==> config.mk <==
export PLATFORM = sky130hd
export DESIGN_NAME = ble_timing_loop_ctrl_flat
export DESIGN_NICKNAME = d
export VERILOG_FILES = /design/src/rtl/ble_timing_loop_ctrl_if.sv /design/src/rtl/ble_timing_loop_ctrl.sv /design/src/flat_wrapper.sv
export SDC_FILE = /design/constraint.sdc
export NUM_CORES = 1
export LEC_CHECK = 0
export ABC_CLOCK_PERIOD_IN_PS = 6500
export BUFFER_PORTS_ARGS = -buffer_cell sky130_fd_sc_hd__buf_4
export CORE_MARGIN = 2
export CORE_UTILIZATION = 35
export DETAILED_ROUTE_END_ITERATION = 10
export GPL_TIMING_DRIVEN = 0
export HOLD_SLACK_MARGIN = 0.03
export PLACE_DENSITY_LB_ADDON = 0.05
export SLEW_MARGIN = 0
export SYNTH_ARGS = -nofsm -noshare
export SYNTH_HDL_FRONTEND = slang
export SYNTH_SLANG_ARGS = --single-unit
==> constraint.sdc <==
create_clock -name clk -period 6.5 [get_ports clk]
set_clock_uncertainty 0.2 [all_clocks]
set_input_delay 0.325 -clock clk [delete_from_list [all_inputs] [get_ports clk]]
set_output_delay 0.325 -clock clk [all_outputs]
set_load 0.005 [all_outputs]
==> src/rtl/ble_timing_loop_ctrl_if.sv <==
// ble_timing_loop_ctrl_if
// Bundles the receive-side controls, the bit stream and the timing-recovery
// drive signals of ble_timing_loop_ctrl.
//   master : packet-layer / stimulus side (drives enable, strobes, AA, length)
//   slave  : the controller itself (drives loop controls and bit stream out)
interface ble_timing_loop_ctrl_if;
  logic        enable;        // level: receive while high
  logic        update_data;   // one strobe per recovered bit
  logic        data_bit;      // valid with update_data
  logic [31:0] access_addr;   // expected AA, bit0 first over the air
  logic [11:0] payload_bits;  // payload length, sampled on sync
  logic        loop_rst_n;    // active-low reset to timing recovery / MF
  logic [2:0]  sample_point;
  logic [3:0]  e_k_shift;
  logic [4:0]  tau_shift;
  logic        sync;          // pulse on AA match
  logic        timeout;       // pulse on acquisition timeout
  logic        bit_valid;     // pulse per forwarded payload bit
  logic        bit_out;
  logic        done;          // pulse with the last payload bit
  logic [1:0]  state;         // 0 IDLE, 1 ACQ, 2 RELOCK, 3 TRACK

  modport master (
    output enable, update_data, data_bit, access_addr, payload_bits,
    input  loop_rst_n, sample_point, e_k_shift, tau_shift,
           sync, timeout, bit_valid, bit_out, done, state
  );

  modport slave (
    input  enable, update_data, data_bit, access_addr, payload_bits,
    output loop_rst_n, sample_point, e_k_shift, tau_shift,
           sync, timeout, bit_valid, bit_out, done, state
  );
endinterface

==> src/rtl/ble_timing_loop_ctrl.sv <==
// ble_timing_loop_ctrl
// Sequencer for the BLE timing-recovery loop. Holds the loop in reset while
// idle, runs fast acquisition gains while correlating the access address
// (Hamming-tolerant, 32 bits), switches to slow tracking gains after sync and
// forwards a fixed number of payload bits before re-arming acquisition.
// Ports:
//   clk  : 16 MHz clock
//   rst  : asynchronous, active-low reset
//   bus  : ble_timing_loop_ctrl_if.slave
//          in  enable, update_data, data_bit, access_addr, payload_bits
//          out loop_rst_n, sample_point, e_k_shift, tau_shift,
//              sync, timeout, bit_valid, bit_out, done, state
// Every output is a flop.
module ble_timing_loop_ctrl #(
  parameter int ACQ_EK_SHIFT  = 2,
  parameter int ACQ_TAU_SHIFT = 10,
  parameter int TRK_EK_SHIFT  = 4,
  parameter int TRK_TAU_SHIFT = 11,
  parameter int SAMPLE_POINT  = 2,
  parameter int AA_MAX_ERR    = 1,
  parameter int ACQ_TIMEOUT   = 1024
) (
  input logic                   clk,
  input logic                   rst,
  ble_timing_loop_ctrl_if.slave bus
);

  localparam int              SCW     = $clog2(ACQ_TIMEOUT + 1);
  localparam logic [SCW-1:0]  TMO     = SCW'(ACQ_TIMEOUT);
  localparam logic [5:0]      MAX_ERR = 6'(AA_MAX_ERR);

  typedef enum logic [1:0] {
    IDLE   = 2'd0,
    ACQ    = 2'd1,
    RELOCK = 2'd2,
    TRACK  = 2'd3
  } state_t;

  state_t          state_q, state_n;
  logic [31:0]     sreg_q, sreg_n;
  logic [SCW-1:0]  scnt_q, scnt_n;
  logic [11:0]     bcnt_q, bcnt_n, bcnt_inc;
  logic [11:0]     len_q, len_n;
  logic            rc_q, rc_n;

  logic            loop_rst_n_q, loop_rst_n_n;
  logic [2:0]      sp_q;
  logic [3:0]      ek_q;
  logic [4:0]      tau_q;
  logic            sync_q, sync_n;
  logic            tmo_q, tmo_n;
  logic            bv_q, bv_n;
  logic            bo_q, bo_n;
  logic            done_q, done_n;

  // Popcount of the AA mismatch vector as a balanced adder tree.
  logic [31:0]      diff;
  logic [15:0][1:0] pc1;
  logic [7:0][2:0]  pc2;
  logic [3:0][3:0]  pc3;
  logic [1:0][4:0]  pc4;
  logic [5:0]       popcnt;
  logic             match;

  assign diff = sreg_q ^ bus.access_addr;

  always_comb begin
    for (int i = 0; i < 16; i++) pc1[i] = {1'b0, diff[2*i]} + {1'b0, diff[2*i+1]};
    for (int i = 0; i < 8; i++)  pc2[i] = {1'b0, pc1[2*i]} + {1'b0, pc1[2*i+1]};
    for (int i = 0; i < 4; i++)  pc3[i] = {1'b0, pc2[2*i]} + {1'b0, pc2[2*i+1]};
    for (int i = 0; i < 2; i++)  pc4[i] = {1'b0, pc3[2*i]} + {1'b0, pc3[2*i+1]};
    popcnt = {1'b0, pc4[0]} + {1'b0, pc4[1]};
  end

  // Until 32 strobes have arrived the register still holds cleared bits, so a
  // sparse AA could otherwise match on the zero fill.
  assign match = (32'(scnt_q) >= 32'd32) && (popcnt <= MAX_ERR);

  // Next-state and next-output logic.
  always_comb begin
    state_n   = state_q;
    sreg_n    = sreg_q;
    scnt_n    = scnt_q;
    bcnt_n    = bcnt_q;
    len_n     = len_q;
    rc_n      = rc_q;
    sync_n    = 1'b0;
    tmo_n     = 1'b0;
    bv_n      = 1'b0;
    bo_n      = bo_q;
    done_n    = 1'b0;
    bcnt_inc  = bcnt_q + 12'd1;

    if (!bus.enable) begin
      // Dropping enable wins over everything, including a same-cycle strobe.
      state_n = IDLE;
      sreg_n  = '0;
      scnt_n  = '0;
      bcnt_n  = '0;
      rc_n    = 1'b0;
    end else begin
      case (state_q)
        IDLE: begin
          state_n = ACQ;
          sreg_n  = '0;
          scnt_n  = '0;
          bcnt_n  = '0;
          rc_n    = 1'b0;
        end
        ACQ: begin
          if (match) begin
            // Match beats a coincident timeout.
            sync_n  = 1'b1;
            state_n = TRACK;
            len_n   = bus.payload_bits;
            bcnt_n  = '0;
          end else if (scnt_q == TMO) begin
            tmo_n   = 1'b1;
            state_n = RELOCK;
            sreg_n  = '0;
            scnt_n  = '0;
            rc_n    = 1'b0;
          end else if (bus.update_data) begin
            sreg_n = {bus.data_bit, sreg_q[31:1]};
            scnt_n = scnt_q + SCW'(1);
          end
        end
        RELOCK: begin
          // Two cycles with the loop held in reset; strobes are ignored.
          sreg_n = '0;
          scnt_n = '0;
          bcnt_n = '0;
          rc_n   = 1'b1;
          if (rc_q) begin
            state_n = ACQ;
            rc_n    = 1'b0;
          end
        end
        TRACK: begin
          if (len_q == 12'd0) begin
            done_n  = 1'b1;
            state_n = ACQ;
            sreg_n  = '0;
            scnt_n  = '0;
            bcnt_n  = '0;
          end else if (bus.update_data) begin
            bv_n   = 1'b1;
            bo_n   = bus.data_bit;
            bcnt_n = bcnt_inc;
            if (bcnt_inc == len_q) begin
              done_n  = 1'b1;
              state_n = ACQ;
              sreg_n  = '0;
              scnt_n  = '0;
              bcnt_n  = '0;
            end
          end
        end
        default: state_n = IDLE;
      endcase
    end

    loop_rst_n_n = (state_n == ACQ) || (state_n == TRACK);
  end

  // State and datapath registers. Gains follow the registered state, so a
  // gain change lands one cycle after the state change.
  always_ff @(posedge clk or negedge rst) begin
    if (!rst) begin
      state_q      <= IDLE;
      sreg_q       <= '0;
      scnt_q       <= '0;
      bcnt_q       <= '0;
      len_q        <= '0;
      rc_q         <= 1'b0;
      loop_rst_n_q <= 1'b0;
      sp_q         <= 3'(SAMPLE_POINT);
      ek_q         <= 4'(ACQ_EK_SHIFT);
      tau_q        <= 5'(ACQ_TAU_SHIFT);
      sync_q       <= 1'b0;
      tmo_q        <= 1'b0;
      bv_q         <= 1'b0;
      bo_q         <= 1'b0;
      done_q       <= 1'b0;
    end else begin
      state_q      <= state_n;
      sreg_q       <= sreg_n;
      scnt_q       <= scnt_n;
      bcnt_q       <= bcnt_n;
      len_q        <= len_n;
      rc_q         <= rc_n;
      loop_rst_n_q <= loop_rst_n_n;
      sp_q         <= 3'(SAMPLE_POINT);
      ek_q         <= (state_q == TRACK) ? 4'(TRK_EK_SHIFT)  : 4'(ACQ_EK_SHIFT);
      tau_q        <= (state_q == TRACK) ? 5'(TRK_TAU_SHIFT) : 5'(ACQ_TAU_SHIFT);
      sync_q       <= sync_n;
      tmo_q        <= tmo_n;
      bv_q         <= bv_n;
      bo_q         <= bo_n;
      done_q       <= done_n;
    end
  end

  assign bus.state        = state_q;
  assign bus.loop_rst_n   = loop_rst_n_q;
  assign bus.sample_point = sp_q;
  assign bus.e_k_shift    = ek_q;
  assign bus.tau_shift    = tau_q;
  assign bus.sync         = sync_q;
  assign bus.timeout      = tmo_q;
  assign bus.bit_valid    = bv_q;
  assign bus.bit_out      = bo_q;
  assign bus.done         = done_q;

endmodule
==> src/flat_wrapper.sv <==
// flat-port wrapper written by rule: the top's interface ports become plain ports
module ble_timing_loop_ctrl_flat 
#(
  parameter int ACQ_EK_SHIFT  = 2,
  parameter int ACQ_TAU_SHIFT = 10,
  parameter int TRK_EK_SHIFT  = 4,
  parameter int TRK_TAU_SHIFT = 11,
  parameter int SAMPLE_POINT  = 2,
  parameter int AA_MAX_ERR    = 1,
  parameter int ACQ_TIMEOUT   = 1024
)
  (clk, rst, bus_enable, bus_update_data, bus_data_bit, bus_access_addr, bus_payload_bits, bus_loop_rst_n, bus_sample_point, bus_e_k_shift, bus_tau_shift, bus_sync, bus_timeout, bus_bit_valid, bus_bit_out, bus_done, bus_state);
  ble_timing_loop_ctrl_if bus_i ();
  input logic clk;
  input logic rst;
  input wire logic [$bits(bus_i.enable)-1:0] bus_enable;
  input wire logic [$bits(bus_i.update_data)-1:0] bus_update_data;
  input wire logic [$bits(bus_i.data_bit)-1:0] bus_data_bit;
  input wire logic [$bits(bus_i.access_addr)-1:0] bus_access_addr;
  input wire logic [$bits(bus_i.payload_bits)-1:0] bus_payload_bits;
  output wire logic [$bits(bus_i.loop_rst_n)-1:0] bus_loop_rst_n;
  output wire logic [$bits(bus_i.sample_point)-1:0] bus_sample_point;
  output wire logic [$bits(bus_i.e_k_shift)-1:0] bus_e_k_shift;
  output wire logic [$bits(bus_i.tau_shift)-1:0] bus_tau_shift;
  output wire logic [$bits(bus_i.sync)-1:0] bus_sync;
  output wire logic [$bits(bus_i.timeout)-1:0] bus_timeout;
  output wire logic [$bits(bus_i.bit_valid)-1:0] bus_bit_valid;
  output wire logic [$bits(bus_i.bit_out)-1:0] bus_bit_out;
  output wire logic [$bits(bus_i.done)-1:0] bus_done;
  output wire logic [$bits(bus_i.state)-1:0] bus_state;
  assign bus_i.enable = bus_enable;
  assign bus_i.update_data = bus_update_data;
  assign bus_i.data_bit = bus_data_bit;
  assign bus_i.access_addr = bus_access_addr;
  assign bus_i.payload_bits = bus_payload_bits;
  assign bus_loop_rst_n = bus_i.loop_rst_n;
  assign bus_sample_point = bus_i.sample_point;
  assign bus_e_k_shift = bus_i.e_k_shift;
  assign bus_tau_shift = bus_i.tau_shift;
  assign bus_sync = bus_i.sync;
  assign bus_timeout = bus_i.timeout;
  assign bus_bit_valid = bus_i.bit_valid;
  assign bus_bit_out = bus_i.bit_out;
  assign bus_done = bus_i.done;
  assign bus_state = bus_i.state;
  ble_timing_loop_ctrl #(.ACQ_EK_SHIFT(ACQ_EK_SHIFT), .ACQ_TAU_SHIFT(ACQ_TAU_SHIFT), .TRK_EK_SHIFT(TRK_EK_SHIFT), .TRK_TAU_SHIFT(TRK_TAU_SHIFT), .SAMPLE_POINT(SAMPLE_POINT), .AA_MAX_ERR(AA_MAX_ERR), .ACQ_TIMEOUT(ACQ_TIMEOUT)) u_core (.clk(clk), .rst(rst), .bus(bus_i));
endmodule
Yosys cells after proc, flatten, opt, wreduce, memory -nomap -nowiden --
Index checks and enable logic that the tools add are counted.
Word-level totals: logic and storage cells 128, bits in registers 85, input bits 49, output and inout bits 20
Operators by class: bitwise gates (word level) 2, order comparisons 2, reduce and logical (&&, ||, !) cells 10, equal/unequal tests 14, add/subtract/negate cells 33, multiplexer cells 53
Operators by type and width (count):
- 32-bit two-way mux | 7
- 32-bit case mux with 3 select lines | 1
- 11-bit two-way mux | 7
- 12-bit two-way mux | 5
- 12-bit case mux with 3 select lines | 1
- 11-bit case mux with 3 select lines | 1
- 1-bit by 1-bit adder with 2-bit output | 16
- 32-bit XOR | 1
- 2-bit by 2-bit adder with 3-bit output | 8
- 1-bit two-way mux | 21
- 3-bit by 3-bit adder with 4-bit output | 4
- 2-bit two-way mux | 7
- 12-bit by 1-bit adder with 12-bit output, second input constant | 1
- 12-bit == test | 1
- 12-bit zero test | 1
- 11-bit by 1-bit adder with 11-bit output, second input constant | 1
- 11-bit == test, second input constant | 1
- 11-bit by 6-bit >= comparator with 1-bit output, second input constant | 1
- 4-bit by 4-bit adder with 5-bit output | 2
- 4-bit by 3-bit inequality test with 1-bit output, second input constant | 2
- 2-bit case mux with 4 select lines | 1
- 4-bit AND reduction | 2
- 5-bit by 5-bit adder with 6-bit output | 1
- 2-bit == test, second input constant | 3
- other kinds (15) | 18

Longest topological paths before layout --
word-level depth 13, gate-level depth with buffers 22, gate-level depth less buffers 21

Worst setup path before layout --
No wires, ideal clock.
kind register to register, start register u_core.sreg_q[17], end register u_core.scnt_q[4], required time 6179 ps, setup time 121 ps, stages on the path, launching flop included 23, path buffers 2, data arrival time 5703 ps, path slack 476 ps, period minus slack after synthesis 6024 ps, cell sequence dfrtp_1 xor2_1 fa_1 inv_1 fa_1 inv_1 fa_1 fa_1 inv_1 fa_1 fa_1 inv_1 ha_1 inv_1 fa_1 nor2b_1 a31oi_1 nor3_2 a2bb2oi_2 clkbuf_1 nand2_2 buf_6 a22o_1
On the way: longest elaborated chain between the ends 10
RTL lines:
- from (decl) | RTL line ble_timing_loop_ctrl.sv:40 | logic [31:0] sreg_q, sreg_n;
- from (signal assigned) | RTL line ble_timing_loop_ctrl.sv:187 | sreg_q <= sreg_n;
- 32-bit XOR | RTL line ble_timing_loop_ctrl.sv:65 | assign diff = sreg_q ^ bus.access_addr;
- 1-bit by 1-bit adder with 2-bit output | RTL line ble_timing_loop_ctrl.sv:68 | for (int i = 0; i < 16; i++) pc1[i] = {1'b0, diff[2*i]} + {1'b0, diff[2*i+1]};
- 2-bit by 2-bit adder with 3-bit output | RTL line ble_timing_loop_ctrl.sv:69 | for (int i = 0; i < 8; i++) pc2[i] = {1'b0, pc1[2*i]} + {1'b0, pc1[2*i+1]};
- 3-bit by 3-bit adder with 4-bit output | RTL line ble_timing_loop_ctrl.sv:70 | for (int i = 0; i < 4; i++) pc3[i] = {1'b0, pc2[2*i]} + {1'b0, pc2[2*i+1]};
- 4-bit by 4-bit adder with 5-bit output | RTL line ble_timing_loop_ctrl.sv:71 | for (int i = 0; i < 2; i++) pc4[i] = {1'b0, pc3[2*i]} + {1'b0, pc3[2*i+1]};
- 5-bit by 5-bit adder with 6-bit output | RTL line ble_timing_loop_ctrl.sv:72 | popcnt = {1'b0, pc4[0]} + {1'b0, pc4[1]};
- 6-bit by 1-bit less-or-equal comparator with 1-bit output | RTL line ble_timing_loop_ctrl.sv:77 | assign match = (32'(scnt_q) >= 32'd32) && (popcnt <= MAX_ERR);
- 1-bit logical AND | RTL line ble_timing_loop_ctrl.sv:77
- 3-bit inequality test (no source line)
- 4-bit AND reduction (no source line)
- to (signal assigned) | RTL line ble_timing_loop_ctrl.sv:188 | scnt_q <= scnt_n;
- to (decl) | RTL line ble_timing_loop_ctrl.sv:41 | logic [SCW-1:0] scnt_q, scnt_n;
No other way between the ends. A chain may end at the register's enable or synchronous reset.

Worst setup path after layout --
start register u_core.sreg_q[0], end register u_core.sreg_q[19]
On the way: longest elaborated chain between the ends 10
RTL lines (RTL line):
- 32-bit XOR | ble_timing_loop_ctrl.sv:65
- 1-bit by 1-bit adder with 2-bit output | ble_timing_loop_ctrl.sv:68
- 2-bit by 2-bit adder with 3-bit output | ble_timing_loop_ctrl.sv:69
- 3-bit by 3-bit adder with 4-bit output | ble_timing_loop_ctrl.sv:70
- 4-bit by 4-bit adder with 5-bit output | ble_timing_loop_ctrl.sv:71
- 5-bit by 5-bit adder with 6-bit output | ble_timing_loop_ctrl.sv:72
- 6-bit by 1-bit less-or-equal comparator with 1-bit output | ble_timing_loop_ctrl.sv:77
- 1-bit logical AND | ble_timing_loop_ctrl.sv:77
- 3-bit inequality test (no source line)
- 4-bit AND reduction (no source line)
No other way between the ends.

==> results.tsv <==
metric	value	unit
status	finished clean	
avgSynthCellArea	10.4	sq um
grt_pass1_wl	19.6	mm
worstHoldPathType	input port to flop	
rsz0062_at_grt	true	
finalSetupViolCount	0	
vias	3709	
synth-async-reset-ratio	100	%
cts.clk_slew.worst_paths	0.06	ns
fin_crit	6.20	ns
n_fill_cell	1366	
synthesis.area	4960	sq um
grt_overflow	0	
post-route-period-util	95.4	%
yosys.area_share.simple	16.0	%
final_cell_area	6250	sq um
fmax	0.161	GHz
cts_tree	built	
ys_seq_area_share	39.4	%
relSlewSlack	29.8	%
h-tree-depth	3	
final_antenna_net_count	0	
wl_per_cell	15.5	um
area_delta_synth_final	25.9	%
dp_hpwl	8.39	mm
globalplace.congestion	0.836	
start_util	35.7	%
critPathMaxStageDelay	0.56	ns
synth_adder_area_share	12.2	%
syn_inst	479	
die_h	123	um
core_area	13900	sq um
powerDensity	277	nW/um^2
drtIter0Drc	326	
synth-compound-area-share	13.7	%
finalWirelength	11.8	mm
cts_buffer_depth	2	
ios	69	
startpoint_type	flop	
chipWidth	123	um
io_buffer_count	59	
clk_latency	0.34	ns
first_global_vias	3705	
fin_setup_tns	0	ns
final_common_cell	buf_4	
ys_types	56	
antenna_found_initial	0	
worst_path_dominant_cell_family	adder cells	
postPlaceCellArea	5650	sq um
synth_xor_area_share	8.12	%
synth_edf_count	0	
cellLeakagePower	3.36	nW
crit_required	6.54	ns
first_pass_iters	4	
cts_root_buf	clkbuf_16	
cp_cell_sequence	xor2_1, fa_1, fa_1, fa_1, fa_1, inv_1, fa_1, fa_1, inv_1, ha_1, inv_1, fa_1, nor2b_1, a31oi_4, nor3_4, a2bb2oi_4, buf_4, nand2_2, buf_2, a21o_1	
drv_slew	0	
drive_gt1_share	22.1	%
synth_top_family_by_area	simple AND/OR/NAND/NOR gates	
critical_path.max_fanout	10	
critical_path.slowest_cell	fa_1	
ys.warnings.count	0	
synth_mux_area_share	4.36	%
viasPerCell	4.88	
crit_top_cell	fa_1	
fp.dieArea	15100	sq um
drv_cap	0	
synth.ff_latch_count	78	
crit_type	flop to flop	
rows	43	
route.detailed.drc	0	
finalHoldViolations	0	
path_buf_inv	5	
layout.nets	658	
cts_sinks	78	
worstMarginPinSlew	1.05	ns
ys.flop_type	dfrtp_1	
arrival	6.24	ns
cts_buffers	9	
irDropWorstVdd	0.178	mV
final_cell_mix	78 x buf_4, 77 x dfrtp_1, 37 x a21o_1, 35 x inv_1, 34 x and3_1	
grt_usage	17.0	%
grt_max_degree	79	
cp-end-kind	flop	
antenna-diode-count	0	
==> worst register-to-register path, stage by stage, from the launching register on <==
cell       delay (ns)
dfrtp_1          0.39
xor2_1           0.17
fa_1             0.54
fa_1             0.56
fa_1             0.53
fa_1             0.54
inv_1            0.06
fa_1             0.52
fa_1             0.48
inv_1            0.07
ha_1             0.17
inv_1            0.06
fa_1             0.39
nor2b_1          0.18
a31oi_4          0.25
nor3_4           0.10
a2bb2oi_4        0.19
buf_4            0.19
nand2_2          0.12
buf_2            0.23
a21o_1           0.20
==> stage by stage <==
stage | util [%] | power (mW) | setup slack (ns) | std cells | hold WS (ns)
6_report | 45.0 | 1.73 | 0.296 | 760 | 0.0537
5_1_grt | 45.0 | 1.87 | 0.000968 | 760 | 0.0484
4_1_cts | 44.5 | 1.68 | 0.0362 | 759 | 0.0388
3_5_place_dp | 40.7 | 1.06 | -0.383 | 725 | 0.289
3_3_place_gp | 40.7 | 1.04 | -0.417 | 725 | 0.285
2_1_floorplan | - | 0.903 | 0.476 | 486 | -0.171
==> repair_timing <==
item,in CTS,in global routing
buffers inserted,4,2
hold buffers,14,0
pin swaps,2,2
cloned,0,0
resized for setup,5,13
setup endpoints to repair,56,57
endpoints found under the hold margin,90,0
==> path summary, 6_finish.rpt <==
kind / from / end / slack (ns) / depth (start not counted)
max: u_core.sreg_q[0] / u_core.sreg_q[19] / 0.30 / 20
min: bus_enable / u_core.rc_q / 0.05 / 2
max reg2reg: u_core.sreg_q[0] / u_core.sreg_q[19] / 0.30 / 20
min reg2reg: u_core.sreg_q[0] / u_core.sreg_q[0] / 0.30 / 1
max in group asynchronous: rst / u_core.len_q[7] / 4.92 / 2
min in group asynchronous: rst / u_core.sreg_q[5] / 0.51 / 2
==> layout make-up <==
| type | count | area (sq um) | share of cell area [%] |
|---|---|---|---|
| plain buffers | 29 | 174 | 2.78 |
| clock buffers | 13 | 270 | 4.33 |
| clock inverters | 3 | 65.1 | 1.04 |
| inverters | 35 | 131 | 2.10 |
| multi-input cells | 343 | 2800 | 44.8 |
| flip-flops and latches | 78 | 1950 | 31.3 |
| well taps | 180 | 225 | 3.61 |
| repair buffers | 79 | 628 | 10.1 |
==> sequential cells by signal, indices dropped and copies added (netlist names), 2 cells and up <==
name                  count
u_core.sreg_q            32
u_core.scnt_q            11
u_core.bus.e_k_shift      2
u_core.len_q             12
u_core.bcnt_q            12
u_core.bus.state          2
==> layer usage <==
metal | vias up | global-route usage (%) | wire length (um)
li1 | 1842 | - | -
met1 | 1787 | 25.0 | 5850
met2 | 73 | 24.7 | 5250
met3 | 7 | 4.98 | 572
met4 | 0 | 4.26 | 100
met5 | - | 0 | 0
==> cell usage after synthesis (2+ instances only) <==
| master | instances | share of area, % |
|---|---|---|
| nand4_1 | 3 | 0.38 |
| buf_2 | 6 | 0.61 |
| o22ai_1 | 2 | 0.25 |
| nor4_1 | 7 | 0.88 |
| nand2_1 | 26 | 2.0 |
| fa_1 | 24 | 9.7 |
| dfrtp_1 | 77 | 39 |
| buf_4 | 11 | 1.7 |
| ha_1 | 10 | 2.5 |
| mux2i_1 | 7 | 1.4 |
| a21oi_1 | 10 | 1.0 |
| o2bb2ai_1 | 2 | 0.35 |
| xor2_1 | 25 | 4.4 |
| nor2_1 | 16 | 1.2 |
| inv_1 | 35 | 2.6 |
| nand3_1 | 16 | 1.6 |
| clkbuf_1 | 12 | 0.91 |
| nand2b_1 | 2 | 0.25 |
| o21ai_1 | 5 | 0.50 |
| conb_1 | 2 | 0.15 |
| o21bai_1 | 2 | 0.30 |
| and3_1 | 34 | 4.3 |
| o21ai_0 | 9 | 0.91 |
| nor2b_1 | 5 | 0.63 |
| nand3b_1 | 2 | 0.30 |
| or3_1 | 4 | 0.50 |
| mux2_2 | 13 | 3.0 |
| xnor2_1 | 21 | 3.7 |
| a2bb2oi_1 | 2 | 0.35 |
| and2_1 | 5 | 0.63 |
| a22o_1 | 13 | 2.3 |
| a21o_1 | 37 | 5.6 |
| a31oi_1 | 4 | 0.50 |
| nor3_1 | 8 | 0.81 |
==> power by group <==
part	leakage (nW)	internal (mW)	switching, mW
Clock	0.166	0.368	0.208
Sequential	1.06	0.491	0.00594
Combinational	2.13	0.268	0.388
==> cell families (layout without fill, tap and decap cells) <==
| group | count (synthesis) | after routing |
|---|---|---|
| other | 2 | 9 |
| DFF | 78 | 78 |
| adders and majority gates | 34 | 34 |
| muxes | 20 | 20 |
| buffers and inverters | 65 | 159 |
| AOI/OAI and AO/OA | 94 | 94 |
| xor gates and xnor gates | 46 | 46 |
| and+or+nand+nor | 140 | 140 |
(Power assumes the default switching activity.)
